File: config.mk
export PLATFORM = sky130hd
export DESIGN_NAME = mem_port_arb
export DESIGN_NICKNAME = d
export VERILOG_FILES = /design/src/rtl/mem_port_arb.sv
export SDC_FILE = /design/constraint.sdc
export NUM_CORES = 1
export LEC_CHECK = 0
export CORE_MARGIN = 5
export CORE_UTILIZATION = 37
export CTS_CLUSTER_SIZE = 10
export DETAILED_ROUTE_END_ITERATION = 16
export GPL_TIMING_DRIVEN = 0
export PLACE_DENSITY_LB_ADDON = 0.3
export SLEW_MARGIN = 20
export SYNTH_ARGS = -nofsm -noshare
export SYNTH_HDL_FRONTEND = slang
export SYNTH_SLANG_ARGS = --single-unit
File: constraint.sdc
create_clock -name clk -period 2.3 [get_ports clk]
set_clock_uncertainty 0.2 [all_clocks]
set_input_delay 0.46 -clock clk [delete_from_list [all_inputs] [get_ports clk]]
set_output_delay 0.46 -clock clk [all_outputs]
set_load 0.01 [all_outputs]
File: src/rtl/mem_port_arb.sv
// mem_port_arb: two-requester arbiter and access sequencer for the shared
// external memory port. Each grant runs an ACCESS phase of exactly ACC_CYC
// cycles with the strobe held high. A DONE cycle then pulses the winner's ack.
// Optional feature macro: MEM_PORT_ARB_RR_EN.
//   Defined:   on a tie, round-robin between the CPU and the panel.
//   Undefined: fixed priority, so the CPU always wins a tie.
module mem_port_arb #(
   parameter int ACC_CYC = 2,
   parameter int ADDR_W  = 16,
   parameter int DATA_W  = 8
) (
   input  logic              clk,
   input  logic              rst,
   input  logic              cpu_req,
   input  logic              cpu_we,
   input  logic [ADDR_W-1:0] cpu_addr,
   input  logic [DATA_W-1:0] cpu_wdata,
   output logic              cpu_ack,
   output logic [DATA_W-1:0] cpu_rdata,
   input  logic              pnl_req,
   input  logic              pnl_we,
   input  logic [ADDR_W-1:0] pnl_addr,
   input  logic [DATA_W-1:0] pnl_wdata,
   output logic              pnl_ack,
   output logic [DATA_W-1:0] pnl_rdata,
   output logic [ADDR_W-1:0] mem_addr,
   output logic [DATA_W-1:0] mem_dout,
   input  logic [DATA_W-1:0] mem_din,
   output logic              mem_read,
   output logic              mem_write,
   output logic              busy,
   output logic              owner
);

   localparam int CNT_W = 4;

   typedef enum logic [1:0] {IDLE, ACCESS, DONE} state_t;

   state_t              state, state_nxt;
   logic [CNT_W-1:0]    cnt;
   logic                cmd_we;
   logic [ADDR_W-1:0]   cmd_addr;
   logic [DATA_W-1:0]   cmd_wdata;
   logic                owner_q;
   logic                grant_any;
   logic                grant_pnl;

   // Arbitration: decide which requester wins if a grant happens this cycle.
   always_comb begin
      grant_any = cpu_req | pnl_req;
`ifdef MEM_PORT_ARB_RR_EN
      // On a tie, the requester that did not win the last grant goes next.
      grant_pnl = pnl_req & (~cpu_req | ~owner_q);
`else
      grant_pnl = pnl_req & ~cpu_req;
`endif
   end

   // State register; reset aborts any access in flight.
   always_ff @(posedge clk or posedge rst) begin
      // NOTE: registers take non-blocking assignments so that every flop
      // samples values from before the edge.
      if (rst) state <= IDLE;
      else     state <= state_nxt;
   end

   // Next-state logic: requests are looked at only in IDLE.
   always_comb begin
      // NOTE: the default is assigned first so that no path leaves state_nxt
      // unassigned, which would infer a latch.
      state_nxt = state;
      case (state)
         IDLE:    if (grant_any) state_nxt = ACCESS;
         ACCESS:  if (cnt == '0) state_nxt = DONE;
         DONE:    state_nxt = IDLE;
         default: state_nxt = IDLE;
      endcase
   end

   // Command latch, cycle counter, owner tracking and read-data capture.
   always_ff @(posedge clk or posedge rst) begin
      if (rst) begin
         cnt       <= '0;
         cmd_we    <= 1'b0;
         cmd_addr  <= '0;
         cmd_wdata <= '0;
         owner_q   <= 1'b1;
         cpu_rdata <= '0;
         pnl_rdata <= '0;
      end else begin
         case (state)
            IDLE: begin
               if (grant_any) begin
                  owner_q   <= grant_pnl;
                  cmd_we    <= grant_pnl ? pnl_we    : cpu_we;
                  cmd_addr  <= grant_pnl ? pnl_addr  : cpu_addr;
                  cmd_wdata <= grant_pnl ? pnl_wdata : cpu_wdata;
                  cnt       <= CNT_W'(ACC_CYC - 1);
               end
            end
            ACCESS: begin
               if (cnt != '0) begin
                  cnt <= cnt - 1'b1;
               end else if (!cmd_we) begin
                  // The last access cycle captures the read data for the owner only.
                  if (owner_q) pnl_rdata <= mem_din;
                  else         cpu_rdata <= mem_din;
               end
            end
            default: ;
         endcase
      end
   end

   // All outputs decode registered state only, so req has no combinational path to the strobes.
   assign busy      = (state != IDLE);
   assign owner     = owner_q;
   assign mem_addr  = cmd_addr;
   assign mem_read  = (state == ACCESS) & ~cmd_we;
   assign mem_write = (state == ACCESS) &  cmd_we;
   assign mem_dout  = mem_write ? cmd_wdata : '0;
   assign cpu_ack   = (state == DONE) & ~owner_q;
   assign pnl_ack   = (state == DONE) &  owner_q;

endmodule
# Word level (Yosys, flattened, before mapping)
# Cells that the tools add are included.
word_totals:
  ff_bits: 48
  inputBits: 62
  elab_cells: 44
op_classes:
  addsub: 1
  eq_ne: 5
  muxes: 10
  bitwise_logic: 10
  reduce_logical: 10
op_table:
  columns: ["operator", "count"]
  rows:
  - ["$mux W16", 1]
  - ["$mux W8", 2]
  - ["$mux W4", 2]
  - ["$pmux W4 S2", 1]
  - ["$reduce_and A4 Y1", 2]
  - ["$ne A2 B2 Y1 const B", 3]
  - ["$and A1 B1 Y1", 5]
  - ["$logic_not A4 Y1", 1]
  - ["$mux W2", 2]
  - ["$not A1 Y1", 4]
  - ["$pmux W2 S2", 1]
  - ["$reduce_and A2 Y1", 2]
  - ["$reduce_bool A2 Y1", 2]
  - ["$reduce_bool A4 Y1", 1]
  - ["$sub A4 B1 Y4 const B", 1]
  - ["$reduce_and A3 Y1", 1]
  - ["$eq A2 B1 Y1 const B", 1]
  - ["$eq A2 B2 Y1 const B", 1]
  - ["$logic_not A2 Y1", 1]
  - ["$mux W1", 1]
  - ["$or A1 B1 Y1", 1]

# Longest topological paths before layout
depth:
  depth_word: 3
  mapped_depth: 6
  ltp_nobuf: 5

# Worst setup path after synthesis
# No wires, ideal clock.
synth_path:
  kind: "register to register"
  from: "register cnt[0]"
  to: "register cpu_rdata[0]"
  setup_ps: 125
  arrival_ps: 1868
  path_slack_ps: 107
  path_stages_with_launch: 7
  n_path_buf: 1
  period_less_slack_ps: 2193
  path_cell_list: "dfrtp_1 > inv_1 > ha_1 > or3b_4 > or4_4 > buf_6 > mux2_4"
synth_between:
  elab_chain_cells: 3
synth_lines:
  columns: ["item", "line_no", "rtl"]
  rows:
  - ["start, declared", "40", "logic [CNT_W-1:0] cnt;"]
  - ["start signal, assigned", "98", "cnt <= CNT_W'(ACC_CYC - 1);"]
  - ["start signal, assigned", "103", "cnt <= cnt - 1'b1;"]
  - ["$reduce_bool A4 Y1", "102", "if (cnt != '0) begin"]
  - ["$not A1 Y1 (no line)", null, null]
  - ["$reduce_and A4 Y1 (no line)", null, null]
  - ["end signal, assigned", "107", "else cpu_rdata <= mem_din;"]
  - ["end, declared", "19", "output logic [DATA_W-1:0] cpu_rdata,"]
# Every way passes these cells.
# A chain may end at the register's enable or synchronous reset.

# Worst setup path in the final report
layout_path:
  from: "register state[0]"
  to: "output mem_dout[2]"
layout_between:
  elab_chain_cells: 3
layout_lines:
  columns: ["item", "line_no", "rtl"]
  rows:
  - ["start, declared", "39", "state_t state, state_nxt;"]
  - ["start signal, assigned", "64", "else state <= state_nxt;"]
  - ["$eq A2 B1 Y1", "120", "assign mem_write = (state == ACCESS) & cmd_we;"]
  - ["$and A1 B1 Y1", "120", null]
  - ["$mux W8", "121", "assign mem_dout = mem_write ? cmd_wdata : '0;"]
  - ["end, declared", "27", "output logic [DATA_W-1:0] mem_dout,"]
# Every way passes these cells.

==> flow_summary.ini <==
[status]
outcome = completed

[sta]
setup-violations-final = 0
holdWs_ns = 0.2837
period_needed_ns = 2.210
hold_viol_final = 0
slew_headroom_pct = 68.24
slew_violations = 0
tightest_slew_ns = 0.4757
timing.fmax_mhz = 452.6
timing.final.crit_share_pct = 96.07
finalSetupTns_ns = 0
rsz0062_at_grt = false

[floorplanning]
die_x_um = 89.05
num_io_pins = 108
fp-row-count = 28
dieArea_mm2 = 0.007930
start_util_pct = 38.60
coreArea_mm2 = 0.005991
die-height_um = 89.05

[setup_path]
cp_top_family = flip-flops
worst_path_max_delay_cell = dfrtp_2
r2r_slack_ns = 0.09
path_buf_inv = 2
r2r_start = cnt[0]$_DFFE_PP0P_
start_kind = register
cp.depth = 4
cp_cell_sequence = nor2b_4 > clkbuf_8 > and3_1 > dlygate4sd2_1
cp.arrival_ns = 1.55
crit_required_ns = 1.64
reg2reg_depth = 5
critPathMaxStageDelay_ns = 0.48
critPathMaxFanout = 10
critPathCaptureType = output pin
timing.rr.end = cpu_rdata[1]$_DFFE_PP0P_
crit_type = register to output pin

[synth]
async_flop_share_pct = 100.0
ys.flop_type = dfrtp_1
synth_area_leader_cell = dfrtp_1
ys_seq_elements = 48
synth_cells = 168
synth.top_cell.area_share_pct = 50.87
synth_top_family_by_area = multiplexers
synth_compound_area_share_pct = 2.489
yosysMostFrequentCell = mux2_2
ys_types = 32
synth_seq_area_share_pct = 52.00
synth_edf_count = 0
synth_commonest_cells = mux2_2, dfrtp_1, and3_1, mux2_4, inv_1
synthMuxAreaShare_pct = 33.93
synth_area_mm2 = 0.002312
avgSynthCellArea_um2 = 13.76
synth_xor_area_share_pct = 0
synth_fp_nets = 232
synthTopCellsByArea = dfrtp_1, mux2_2, mux2_4
yosys_warnings = 0
synth_simple_gate_area_share_pct = 7.684
synth_fa_ha_area_share_pct = 1.082

[grt]
antenna_found_initial = 0
grt_max_degree = 28
gr-total-overflow = 0
track_usage_pct = 13.94
grt_pass1_vias = 1818
grt_pass1_wl_um = 8521

[run]
maxCapViolations = 0

[placed_design]
io_buffer_count = 107
dp_hpwl_um = 4326
place_area_mm2 = 0.003497
place_congestion = 0.8057

[power_and_ir_drop]
power_uw = 4356
p_per_area_mw_per_mm2 = 1203
ir_worst_vdd_mv = 0.5849
p_leak_uw = 0.001590

[layout]
nets = 345
synthToLayoutAreaGrowth_pct = 56.55
design_area_mm2 = 0.003620
antenna_cells = 0
drive_above_1_share_pct = 34.75

[hold_path]
hp-class = input port to asynchronous set/reset pin

[clock_tree]
clock_latency_ns = 0.30
hold_buffers = 0
path_clk_slew_ns = 0.09
ctsLongestPathBuffers = 2
cts.sink_count = 48
cts.htree.levels = 2
cts_root_buf = clkbuf_8
cts_tree = yes
cts_buffers = 5

[routing]
drt_wl_total_um = 5551
antenna_left = 0
avgViaCountPerCell = 4.908
dr.pass1.iters = 3
drt_iter0_drc = 17
drc = 0
vias = 1752
wire_per_inst_um = 15.55
cells by family (layout without fill, tap and decap cells):
group / after synthesis / in the layout
muxes: 67 / 67
DFF: 48 / 48
and+or+nand+nor: 28 / 28
buffers and inverters: 14 / 128
AOI/OAI and AO/OA: 9 / 9
adders and majority gates: 2 / 2
layout make-up:
type                            count  area [um^2]
Fill cell                         494         2371
Sequential cell                    48         1205
Timing Repair Buffer              109         1076
Multi-Input combinational cell    106         1067
Tap cell                           75        93.84
Clock buffer                        5        68.82
Buffer                              7        47.55
Clock inverter                      3        46.29
Inverter                            4        15.01
sequential cells by signal (all words and copies together) (netlist names):
signal	flops
mem_addr	16
cmd_wdata	8
cpu_rdata	8
pnl_rdata	8
cnt	4
state	2
cmd_we	1
owner	1
power breakdown:
group          leakage (uW)  switching, uW  internal (uW)
sequential         0.000563            261           1290
combinational      0.000972            837           1350
clock             0.0000548            291            328
total               0.00159           1390           2970
placed cells by master (no fill, tap or decap), drive strengths merged, types with 2 or more instances in the layout:
cell,instances
dlygate4sd2,6
nand3,2
clkdlybuf4s50,95
nor3b,2
nor3,2
clkbuf,11
a21oi,2
dfrtp,47
o21ai,2
ha,2
nor2,3
and3,8
buf,7
inv,5
dlymetal6s2s,2
mux2,67
nor2b,3
worst register-to-register path: stages, from the launching register on:
cell	delay, ns
dfrtp_1	0.39
inv_2	0.11
ha_4	0.14
or3b_4	0.39
or4_4	0.54
mux2_4	0.34
repair_timing:
item | 4_1_cts | 5_1_grt
pin swaps | 0 | 0
gates resized for setup | 19 | 20
setup buffers | 1 | 0
endpoints found under the setup margin | 30 | 45
routing by layer:
layer	routed length, um	part of all wire, %	track usage (%)	up-vias
met3	629	11	4.977	7
met1	2434	44	17.79	844
met4	66	1.2	4.871	0
met5	0	0	0	-
li1	-	-	-	824
met2	2421	44	22.00	77
through the flow:
stage               cells  util [%]  setup WS (ns)
floorplan             168         -         0.1067
global placement      350     58.04        -0.5138
detailed placement    351     58.38        -0.5088
CTS                   360     60.61       0.007237
global route          357     60.42        0.01238
finish                357     60.42        0.09047
worst max-delay path by stage:
stage / from / end
CTS: cnt[0]$_DFFE_PP0P_ / cpu_rdata[1]$_DFFE_PP0P_
detailed placement: pnl_req / mem_addr[0]$_DFFE_PP0P_
global route: state[0]$_DFFE_PP0P_ / mem_dout[2]
floorplan: cnt[0]$_DFFE_PP0P_ / cpu_rdata[0]$_DFFE_PP0P_
finish: state[0]$_DFFE_PP0P_ / mem_dout[2]
global placement: rst / cmd_wdata[1]$_DFFE_PP0P_
Power figures use the tool's default switching activity.
